`src/rtl/mem_axi_bridge.sv`:
```
// mem_axi_bridge
//   Converts a simple valid/ready memory request stream into single-beat AXI
//   transactions and returns the responses in request-issue order.
//
//   Parameters
//     ADDR_WIDTH  byte address width of request and AXI address ports
//     DATA_WIDTH  data width (32 or 64)
//     ID_WIDTH    AXI ID width
//     WR_ID/RD_ID constant AWID / ARID values
//     MAX_OUT     max outstanding transactions (power of two, 2..16)
//
//   Ports
//     clk, rst             rising-edge clock, synchronous active-high reset
//     req_*                request channel (valid/ready, wr, addr, wdata, wstrb)
//     resp_*               response channel (valid/ready, rdata, wr, err)
//     axi_aw*/w*/b*/ar*/r* AXI master channels
module mem_axi_bridge #(
    parameter int ADDR_WIDTH = 16,
    parameter int DATA_WIDTH = 32,
    parameter int ID_WIDTH   = 4,
    parameter int WR_ID      = 0,
    parameter int RD_ID      = 1,
    parameter int MAX_OUT    = 4
) (
    input  logic                      clk,
    input  logic                      rst,
    // request
    input  logic                      req_valid,
    output logic                      req_ready,
    input  logic                      req_wr,
    input  logic [ADDR_WIDTH-1:0]     req_addr,
    input  logic [DATA_WIDTH-1:0]     req_wdata,
    input  logic [DATA_WIDTH/8-1:0]   req_wstrb,
    // response
    output logic                      resp_valid,
    input  logic                      resp_ready,
    output logic [DATA_WIDTH-1:0]     resp_rdata,
    output logic                      resp_wr,
    output logic                      resp_err,
    // AXI write address
    output logic [ID_WIDTH-1:0]       axi_awid,
    output logic [ADDR_WIDTH-1:0]     axi_awaddr,
    output logic [7:0]                axi_awlen,
    output logic [2:0]                axi_awsize,
    output logic [1:0]                axi_awburst,
    output logic                      axi_awvalid,
    input  logic                      axi_awready,
    // AXI write data
    output logic [DATA_WIDTH-1:0]     axi_wdata,
    output logic [DATA_WIDTH/8-1:0]   axi_wstrb,
    output logic                      axi_wlast,
    output logic                      axi_wvalid,
    input  logic                      axi_wready,
    // AXI write response
    input  logic [ID_WIDTH-1:0]       axi_bid,
    input  logic [1:0]                axi_bresp,
    input  logic                      axi_bvalid,
    output logic                      axi_bready,
    // AXI read address
    output logic [ID_WIDTH-1:0]       axi_arid,
    output logic [ADDR_WIDTH-1:0]     axi_araddr,
    output logic [7:0]                axi_arlen,
    output logic [2:0]                axi_arsize,
    output logic [1:0]                axi_arburst,
    output logic                      axi_arvalid,
    input  logic                      axi_arready,
    // AXI read data
    input  logic [ID_WIDTH-1:0]       axi_rid,
    input  logic [DATA_WIDTH-1:0]     axi_rdata,
    input  logic [1:0]                axi_rresp,
    input  logic                      axi_rlast,
    input  logic                      axi_rvalid,
    output logic                      axi_rready
);

    localparam int STRB_W = DATA_WIDTH / 8;
    localparam int PTR_W  = $clog2(MAX_OUT);
    localparam int CNT_W  = PTR_W + 1;
    localparam logic [2:0] AXI_SIZE = 3'($clog2(STRB_W));

    // ------------------------------------------------------------------
    // State
    // ------------------------------------------------------------------
    logic                   aw_pend_q, aw_pend_d;
    logic                   w_pend_q,  w_pend_d;
    logic                   ar_pend_q, ar_pend_d;
    // One address register serves AW and AR: a new request is only taken
    // when no address channel is pending, so they never overlap.
    logic [ADDR_WIDTH-1:0]  addr_q,  addr_d;
    logic [DATA_WIDTH-1:0]  wdata_q, wdata_d;
    logic [STRB_W-1:0]      wstrb_q, wstrb_d;
    logic [CNT_W-1:0]       out_cnt_q, out_cnt_d;
    logic [PTR_W-1:0]       wr_ptr_q, wr_ptr_d;
    logic [PTR_W-1:0]       rd_ptr_q, rd_ptr_d;
    // Order FIFO: 1 = write, 0 = read. Its occupancy equals out_cnt, since
    // both change on request accept and on response load.
    logic [MAX_OUT-1:0]     fifo_q, fifo_d;
    logic                   resp_valid_q, resp_valid_d;
    logic [DATA_WIDTH-1:0]  resp_rdata_q, resp_rdata_d;
    logic                   resp_wr_q, resp_wr_d;
    logic                   resp_err_q, resp_err_d;

    // ------------------------------------------------------------------
    // Handshake / control terms
    // ------------------------------------------------------------------
    logic resp_free, fifo_empty, head_wr;
    logic req_acc, aw_hs, w_hs, ar_hs, b_hs, r_hs, resp_load;

    assign resp_free  = !resp_valid_q || resp_ready;
    assign fifo_empty = (out_cnt_q == '0);
    assign head_wr    = fifo_q[rd_ptr_q];

    // rst gating keeps every handshake output low during the reset cycle
    // itself, before the registered state has been cleared.
    assign req_ready  = !rst && !aw_pend_q && !w_pend_q && !ar_pend_q
                        && (out_cnt_q < CNT_W'(MAX_OUT));
    assign axi_bready = !rst && !fifo_empty &&  head_wr && resp_free;
    assign axi_rready = !rst && !fifo_empty && !head_wr && resp_free;

    assign req_acc   = req_valid && req_ready;
    assign aw_hs     = axi_awvalid && axi_awready;
    assign w_hs      = axi_wvalid  && axi_wready;
    assign ar_hs     = axi_arvalid && axi_arready;
    assign b_hs      = axi_bvalid  && axi_bready;
    assign r_hs      = axi_rvalid  && axi_rready;
    assign resp_load = b_hs || r_hs;  // mutually exclusive by head_wr

    // ------------------------------------------------------------------
    // Next-state logic
    // ------------------------------------------------------------------
    always_comb begin
        aw_pend_d    = aw_pend_q;
        w_pend_d     = w_pend_q;
        ar_pend_d    = ar_pend_q;
        addr_d       = addr_q;
        wdata_d      = wdata_q;
        wstrb_d      = wstrb_q;
        out_cnt_d    = out_cnt_q;
        wr_ptr_d     = wr_ptr_q;
        rd_ptr_d     = rd_ptr_q;
        fifo_d       = fifo_q;
        resp_valid_d = resp_valid_q;
        resp_rdata_d = resp_rdata_q;
        resp_wr_d    = resp_wr_q;
        resp_err_d   = resp_err_q;

        // AW and W retire independently, in either order
        if (aw_hs) aw_pend_d = 1'b0;
        if (w_hs)  w_pend_d  = 1'b0;
        if (ar_hs) ar_pend_d = 1'b0;

        if (req_acc) begin
            addr_d           = req_addr;
            fifo_d[wr_ptr_q] = req_wr;
            wr_ptr_d         = wr_ptr_q + PTR_W'(1);
            if (req_wr) begin
                wdata_d  = req_wdata;
                wstrb_d  = req_wstrb;
                aw_pend_d = 1'b1;
                w_pend_d  = 1'b1;
            end else begin
                ar_pend_d = 1'b1;
            end
        end

        // Response register: a load may coincide with consumption of the
        // previous response, giving back-to-back responses.
        if (resp_load) begin
            resp_valid_d = 1'b1;
            resp_wr_d    = b_hs;
            resp_rdata_d = b_hs ? '0 : axi_rdata;
            resp_err_d   = b_hs ? axi_bresp[1] : axi_rresp[1];
            rd_ptr_d     = rd_ptr_q + PTR_W'(1);
        end else if (resp_ready) begin
            resp_valid_d = 1'b0;
        end

        case ({req_acc, resp_load})
            2'b10:   out_cnt_d = out_cnt_q + CNT_W'(1);
            2'b01:   out_cnt_d = out_cnt_q - CNT_W'(1);
            default: out_cnt_d = out_cnt_q;
        endcase
    end

    // ------------------------------------------------------------------
    // Registers
    // ------------------------------------------------------------------
    always_ff @(posedge clk) begin
        if (rst) begin
            aw_pend_q    <= 1'b0;
            w_pend_q     <= 1'b0;
            ar_pend_q    <= 1'b0;
            addr_q       <= '0;
            wdata_q      <= '0;
            wstrb_q      <= '0;
            out_cnt_q    <= '0;
            wr_ptr_q     <= '0;
            rd_ptr_q     <= '0;
            fifo_q       <= '0;
            resp_valid_q <= 1'b0;
            resp_rdata_q <= '0;
            resp_wr_q    <= 1'b0;
            resp_err_q   <= 1'b0;
        end else begin
            aw_pend_q    <= aw_pend_d;
            w_pend_q     <= w_pend_d;
            ar_pend_q    <= ar_pend_d;
            addr_q       <= addr_d;
            wdata_q      <= wdata_d;
            wstrb_q      <= wstrb_d;
            out_cnt_q    <= out_cnt_d;
            wr_ptr_q     <= wr_ptr_d;
            rd_ptr_q     <= rd_ptr_d;
            fifo_q       <= fifo_d;
            resp_valid_q <= resp_valid_d;
            resp_rdata_q <= resp_rdata_d;
            resp_wr_q    <= resp_wr_d;
            resp_err_q   <= resp_err_d;
        end
    end

    // ------------------------------------------------------------------
    // Outputs
    // ------------------------------------------------------------------
    assign resp_valid  = resp_valid_q;
    assign resp_rdata  = resp_rdata_q;
    assign resp_wr     = resp_wr_q;
    assign resp_err    = resp_err_q;

    assign axi_awid    = ID_WIDTH'(WR_ID);
    assign axi_awaddr  = addr_q;
    assign axi_awlen   = 8'd0;
    assign axi_awsize  = AXI_SIZE;
    assign axi_awburst = 2'b01;
    assign axi_awvalid = aw_pend_q;

    assign axi_wdata   = wdata_q;
    assign axi_wstrb   = wstrb_q;
    assign axi_wlast   = 1'b1;
    assign axi_wvalid  = w_pend_q;

    assign axi_arid    = ID_WIDTH'(RD_ID);
    assign axi_araddr  = addr_q;
    assign axi_arlen   = 8'd0;
    assign axi_arsize  = AXI_SIZE;
    assign axi_arburst = 2'b01;
    assign axi_arvalid = ar_pend_q;

    // IDs, RLAST and the low RESP bits carry no information for
    // in-order single-beat traffic.
    logic unused_inputs;
    assign unused_inputs = ^{axi_bid, axi_rid, axi_rlast, axi_bresp[0], axi_rresp[0]};

endmodule
```
`config.mk`:
```
export PLATFORM = sky130hd
export DESIGN_NAME = mem_axi_bridge
export DESIGN_NICKNAME = d
export VERILOG_FILES = /design/src/rtl/mem_axi_bridge.sv
export SDC_FILE = /design/constraint.sdc
export NUM_CORES = 1
export LEC_CHECK = 0
export CAP_MARGIN = 20
export CORE_ASPECT_RATIO = 0.5
export CORE_MARGIN = 5
export CORE_UTILIZATION = 41
export DETAILED_ROUTE_END_ITERATION = 10
export PLACE_DENSITY = 0.86
export SLEW_MARGIN = 20
export SYNTH_ARGS = -nofsm -noshare
export SYNTH_HDL_FRONTEND = slang
export SYNTH_SLANG_ARGS = --single-unit
```
`constraint.sdc`:
```
create_clock -name clk -period 4.07 [get_ports clk]
set_input_delay 0.814 -clock clk [delete_from_list [all_inputs] [get_ports clk]]
set_output_delay 0.814 -clock clk [all_outputs]
set_load 0.02 [all_outputs]
```
==> metrics, run 1 <==
Worst path max stage delay 0.63 ns; clk sink count 101; worst skew pair latency 0.34 ns; vias per cell 4.85; CTS buffer count 9; initial drt markers 224; area share of the largest cell type after synthesis 47.2%; Distinct cells, synth 42; R2R Path Start rd_ptr_q[0]$_SDFFE_PP0N_; Die Height 82.3 µm; Final Wtd Congestion 0.793; Post-Route Utilization 62.2%; Remaining DRCs 0; worst min path class flop to flop; fin cells 837; clk buf depth 2; R2R depth 9; Total Neg Setup Slack 0 ns; Synth area leader dfxtp_1; Core ar. 10200 µm²; Worst-Margin Slew 0.915 ns; row count 26; crit-path most repeated cell clkdlybuf4s50_1; drt pass-1 iters 5; DP Area 6090 µm²; largest cells by area after synthesis dfxtp_1 (47%), a21oi_1 (11%), nand2_1 (9.4%); Syn Area/Cell 8.16 µm²; Mapped Area 4280 µm²; worst setup margin 0.545 ns; grt total ovfl 0; max-slew violation count 0; largest net degree at the start of global routing 62; final net count 806; Final setup viols 0; relative max-transition margin 38.9%; Critical Path Source resp_ready; Hold Buf Count CTS 0; Initial Utilization 41.9%; number of synthesized flops with an enable pin 0; pre-CTS setup slack 0.542 ns; share of cells above drive strength 1 4.30%; Post-Syn Instances 525; Ys Warns 0; kind of critical path input port to primary output; worst path cell trace clkdlybuf4s50_1 -> and2b_2 -> or4_4 -> inv_6 -> clkdlybuf4s50_1; Final period util 86.6%; DP Cell Count 822; hold_ws 0.455 ns; number of diodes 0; Crit-path slowest cell clkdlybuf4s50_1; worst vdd ir 0.233 mV; Final ANT Viol Nets 0; status finished clean; CP Data Arrival Time 2.71 ns; Total Power 2.31 mW; Top FF cell, synth dfxtp_1; DR WL/cell 14.8 µm; Die ar. 12700 µm²; critical path launch point type input port; die width 155 µm; WP depth 5; first-pass GRT wire length 18500 µm; worst r2r dst out_cnt_q[2]$_SDFFE_PP0P_; R2R setup slack 1.28 ns; I/O Buffers 204; max_cap viols 0; CTS tree yes; Worst EP required 3.26 ns; GRT Total Usage 18.1%; Post-synth ARST share 0%; CP delay by family, top buffers and inverters; P_leak 2.26 nW; H-tree depth 3; area growth from synthesis to layout 48.5%; # fillers 858; # Post-CTS Setup Buffers 0; Final Hold Violating Endpoints 0; final instance area 6360 µm²; min Tclk post-route 3.52 ns; Root Driver clkbuf_16; Synth top cells by count nand2_1 (107), dfxtp_1 (101), a21oi_1 (95); Vias 4056; PD cells 364 nW/µm²; worst path bufs/invs 3; CTS clock-pin slew for the worst setup and hold paths 0.06 ns; CP Max Fanout 5; vias in the first global route 3791; Worst Setup End Kind primary output; Seq/Total Area, Yosys 47.2%; Fmax achieved 284 MHz; register bit total from synthesis 101; number of cells upsized or downsized after cts 0; worst setup path end axi_rready; Ports 251; Post-Route WL 12400 µm; dpl hpwl 8920 µm; initial antenna violation count 0; final worst clock skew 0.00893 ns; unrepaired setup endpoints after global routing false; most common cell in the netlist nand2_1
metal layers:
metal  track usage [%]  vias to the layer above  routed length (µm)
met1              19.0                     1877                4690
met5                 0                        -                   0
met4              8.72                        0                 448
met3              4.79                       35                 728
li1                  -                     1988                   -
met2              34.6                      156                6510
state kept, by name, summed over array words and instances, names as in the netlist, 2 cells and up:
signal and cells:
axi_araddr 16, axi_wdata 32, axi_wstrb 4, fifo_q 4
out_cnt_q 3, rd_ptr_q 2, resp_rdata 32, wr_ptr_q 2
layout by cell type, fill, tap and decap left out, types with 2 or more instances in the layout:
cell | Yosys | routed
a21oi_1 | 95 | 95
and2_1 | 2 | 2
buf_4 | 52 | 8
clkbuf_1 | 25 | 2
clkbuf_16 | 0 | 9
clkdlybuf4s50_1 | 0 | 203
clkinv_4 | 0 | 2
conb_1 | 2 | 35
dfxtp_1 | 101 | 101
ha_1 | 5 | 5
inv_1 | 12 | 12
mux2i_1 | 2 | 2
nand2_1 | 107 | 107
nand2b_1 | 4 | 4
nand3_1 | 37 | 37
nor2_1 | 7 | 7
nor3_1 | 2 | 2
o21ai_0 | 29 | 29
o21ai_1 | 11 | 11
xor2_1 | 2 | 2
report_power, final:
part | switching, mW | total [mW] | internal [mW]
clock network | 0.356 | 0.786 | 0.430
registers | 0.0279 | 1.06 | 1.03
logic | 0.250 | 0.465 | 0.214
worst register-to-register path, stage by stage (launching register included):
cell     delay (ns)
dfxtp_1        0.40
mux4_2         0.60
mux2_2         0.28
and2_1         0.18
ha_1           0.21
inv_1          0.06
fa_1           0.38
xor2_1         0.16
or3_1          0.31
a21oi_1        0.14
logic make-up (layout without fill, tap and decap cells):
family	after synthesis	after routing	share of synthesized area, %
muxes	4	4	1.26
other	2	35	0.175
AOI/OAI and AO/OA	138	138	16.4
DFF	101	101	47.2
xor gates and xnor gates	3	3	0.614
adders and majority gates	6	6	1.93
and+or+nand+nor	170	170	17.4
buffers and inverters	101	240	15.0
final cells by class:
| cell class | count | area, µm² | share of cell area [%] |
|---|---|---|---|
| clock buffer | 12 | 246 | 3.88 |
| clock inverter | 3 | 22.5 | 0.354 |
| timing repair buffer | 212 | 2100 | 33.0 |
| inverter | 13 | 53.8 | 0.846 |
| multi-input combinational | 356 | 1740 | 27.4 |
| sequential | 101 | 2020 | 31.8 |
| tap | 140 | 175 | 2.75 |
how the worst min path moves through the flow:
stage	from	end	cells past startpoint
global route	axi_wdata[11]$_SDFFE_PP0P_	axi_wdata[11]$_SDFFE_PP0P_	2
CTS	axi_wdata[2]$_SDFFE_PP0P_	axi_wdata[2]$_SDFFE_PP0P_	2
detailed placement	axi_wdata[2]$_SDFFE_PP0P_	axi_wdata[2]$_SDFFE_PP0P_	2
finish	axi_wdata[11]$_SDFFE_PP0P_	axi_wdata[11]$_SDFFE_PP0P_	2
floorplan	rd_ptr_q[1]$_SDFFE_PP0N_	rd_ptr_q[1]$_SDFFE_PP0N_	1
global placement	axi_wdata[28]$_SDFFE_PP0P_	axi_wdata[28]$_SDFFE_PP0P_	2
(Power assumes the default switching activity.)
==> run 2, diff against run 1 <==
Settings changed: SKIP_LAST_GASP from default to 1, TNS_END_PERCENT from default to 5.
==> results of run 2 <==
Same layout as run 1: the final DEF is identical, and so are final timing and power.
==> run 3, diff against run 2 <==
Settings changed: CORE_UTILIZATION 41 to 50, DONT_BUFFER_PORTS from default to 1, PLACE_DENSITY 0.86 to 0.65.
==> run 3 against run 2 <==
Maximum frequency rose by 14%. Sequential cell count did not move. Clock skew fell by 0.00056 ns. Critical path type is now flop to primary output. Highest routed layer unchanged. First-iteration DRC count fell by 12%. Power fell by 5.7%. Sequential power rose by 6%. Wire length fell by 19%. Register-to-register slack improved by 0.06 ns. Sequential share of layout area rose by 15 points. Design area fell by 33%. Setup slack improved by 0.42 ns. Combinational power fell by 59%.
==> metrics, run 3 (same netlist as run 1, synthesis figures left out) <==
commonest non-fill, non-tap cells in the layout nand2_1 (107), dfxtp_1 (101), a21oi_1 (95); GRT Total Usage 17.5% (-0.63 points); share of cells above drive strength 1 5.52% (+1.2 points); CTS tree yes; Final period util 76.3% (-10 points); first-pass GRT wire length 15000 µm (-19%); Ports 251 (unchanged); dpl hpwl 6820 µm (-23%); die width 141 µm (-8.8%); worst min path class flop to flop; critical path launch point type flop; CP Max Fanout 33 (+28); kind of critical path flop to primary output; clk buf depth 2 (unchanged); Post-Route Utilization 52.4% (-9.8 points); min-delay src fifo_q[3]$_SDFFE_PP0P_; CP delay by family, top simple AND/OR/NAND/NOR gates; relative max-transition margin 38.6% (-0.35 points); pre-CTS setup slack 1.03 ns (+0.487 ns); worst path bufs/invs 1 (-2); Sw Ratio 27.9% (+0.49 points); Crit-path slowest cell or4_4; max_cap viols 0 (unchanged); number of cells upsized or downsized after cts 0 (unchanged); Worst Setup End Kind primary output; Cell Int Power 1.57 mW (-6.4%); R2R depth 9 (unchanged); row count 23 (-12%); drt pass-1 iters 4 (-1); DP Cell Count 585 (-29%); Final setup viols 0 (unchanged); Worst-Margin Slew 0.921 ns (+0.00530 ns); NetSw 0.609 mW (-4.0%); largest net degree at the start of global routing 76 (+23%); Final Hold Violating Endpoints 0 (unchanged); PD cells 509 nW/µm² (+40%); vias per cell 5.33 (+10%); R2R Path Start rd_ptr_q[0]$_SDFFE_PP0N_; H-tree depth 3 (unchanged); Hold Buf Count CTS 0 (unchanged); Die Height 75.4 µm (-8.3%); CTS clock-pin slew for the worst setup and hold paths 0.07 ns (about the same); Comb power frac 8.7% (-11 points); WP depth 3 (-2); initial drt markers 198 (-12%); number of diodes 0 (unchanged); Die ar. 10600 µm² (-16%); # Post-CTS Setup Buffers 0 (unchanged); Worst path max stage delay 0.64 ns (about the same); clk sink count 101 (unchanged); initial antenna violation count 0 (unchanged); WHS Path Cells 2 (unchanged); Critical Path Source rd_ptr_q[0]$_SDFFE_PP0N_; Root Driver clkbuf_16; commonest non-fill, non-tap cell in the layout nand2_1; final net count 597 (-26%); worst setup margin 0.965 ns (+0.420 ns); Fmax achieved 322 MHz (+14%); worst path cell trace mux4_2 -> or4_4 -> inv_6; P_leak 1.50 nW (-34%); CP Data Arrival Time 2.29 ns (-0.42 ns); worst skew pair latency 0.34 ns (about the same); Post-Route WL 10000 µm (-19%); # fillers 793 (-7.6%); final worst clock skew 0.00837 ns (-0.000560 ns); Total Neg Setup Slack 0 ns (unchanged); Core ar. 8170 µm² (-20%); grt total ovfl 0 (unchanged); Vias 3206 (-21%); CTS buffer count 9 (unchanged); I/O Buffers 0 (-100%); status finished clean; Final ANT Viol Nets 0 (unchanged); worst vdd ir 0.216 mV (-7.1%); area growth from synthesis to layout 0.0876%; Remaining DRCs 0 (unchanged); fin cells 601 (-28%); Final Wtd Congestion 0.722 (-8.9%); Worst EP required 3.26 ns (about the same); unrepaired setup endpoints after global routing false; max-slew violation count 0 (unchanged); DR WL/cell 16.7 µm (+13%); min Tclk post-route 3.10 ns (-0.420 ns); vias in the first global route 2958 (-22%); Reg power frac 51.6% (+5.7 points); Clock Power Share 39.6% (+5.6 points); Initial Utilization 52.4% (+10 points)
[run 3: changes by cell type in the layout (fill, tap and decap cells not counted), moves of 2 or more]
cell	previous run	this run
inv_6	1	3
clkdlybuf4s50_1	203	0
clkbuf_1	2	0
buf_4	8	3
[run 3: power by group through the flow]
stage	sequential (mW)	clock (mW)	combinational, mW
finish	1.12	0.864	0.191
CTS	1.13	0.889	0.192
global route	1.13	0.923	0.216
floorplan	1.13	0	0.242
global placement	1.15	0	0.189
detailed placement	1.15	0	0.192
[run 3: path summary, 6_finish.rpt]
kind / slack, ns / end
setup / recovery: 0.97 / axi_rready
setup reg to reg: 1.34 / out_cnt_q[2]$_SDFFE_PP0P_
hold / removal: 0.47 / fifo_q[3]$_SDFFE_PP0P_
hold reg to reg: 0.47 / fifo_q[3]$_SDFFE_PP0P_
[run 3: area by class of cell]
cell class	instances	area (µm²)	share of cell area, %
clock buffers	9	225	5.25
clock inverters	7	81.3	1.90
inverters	13	53.8	1.26
multi-input cells	356	1740	40.6
flip-flops and latches	101	2020	47.2
well taps	112	140	3.27
repair buffers	3	22.5	0.525
[run 3: layer usage]
metal / track usage [%] / routed length [µm] / up-vias
met1: 19.3 / 3820 / 1474
li1: - / - / 1568
met4: 4.08 / 78 / 0
met5: 0 / 0 / -
met2: 30.1 / 4870 / 156
met3: 9.72 / 1280 / 8
[run 3: worst reg2reg max path, delay by kind of cell, from the launching register on]
| family | cells | cell delay (ns) |
|---|---|---|
| DFF | 1 | 0.39 |
| muxes | 2 | 0.88 |
| and+or+nand+nor | 2 | 0.49 |
| buffers and inverters | 1 | 0.06 |
| AOI/OAI and AO/OA | 1 | 0.14 |
| adders and majority gates | 2 | 0.57 |
| xor gates and xnor gates | 1 | 0.15 |
[run 3: per-stage QoR]
stage               instance area [µm²]  power [mW]  hold slack, ns
floorplan                          4410        1.37           0.443
global placement                   3980        1.34           0.456
CTS                                4290        2.21           0.468
detailed placement                 3980        1.34           0.458
global route                       4290        2.27           0.512
finish                             4290        2.18           0.468
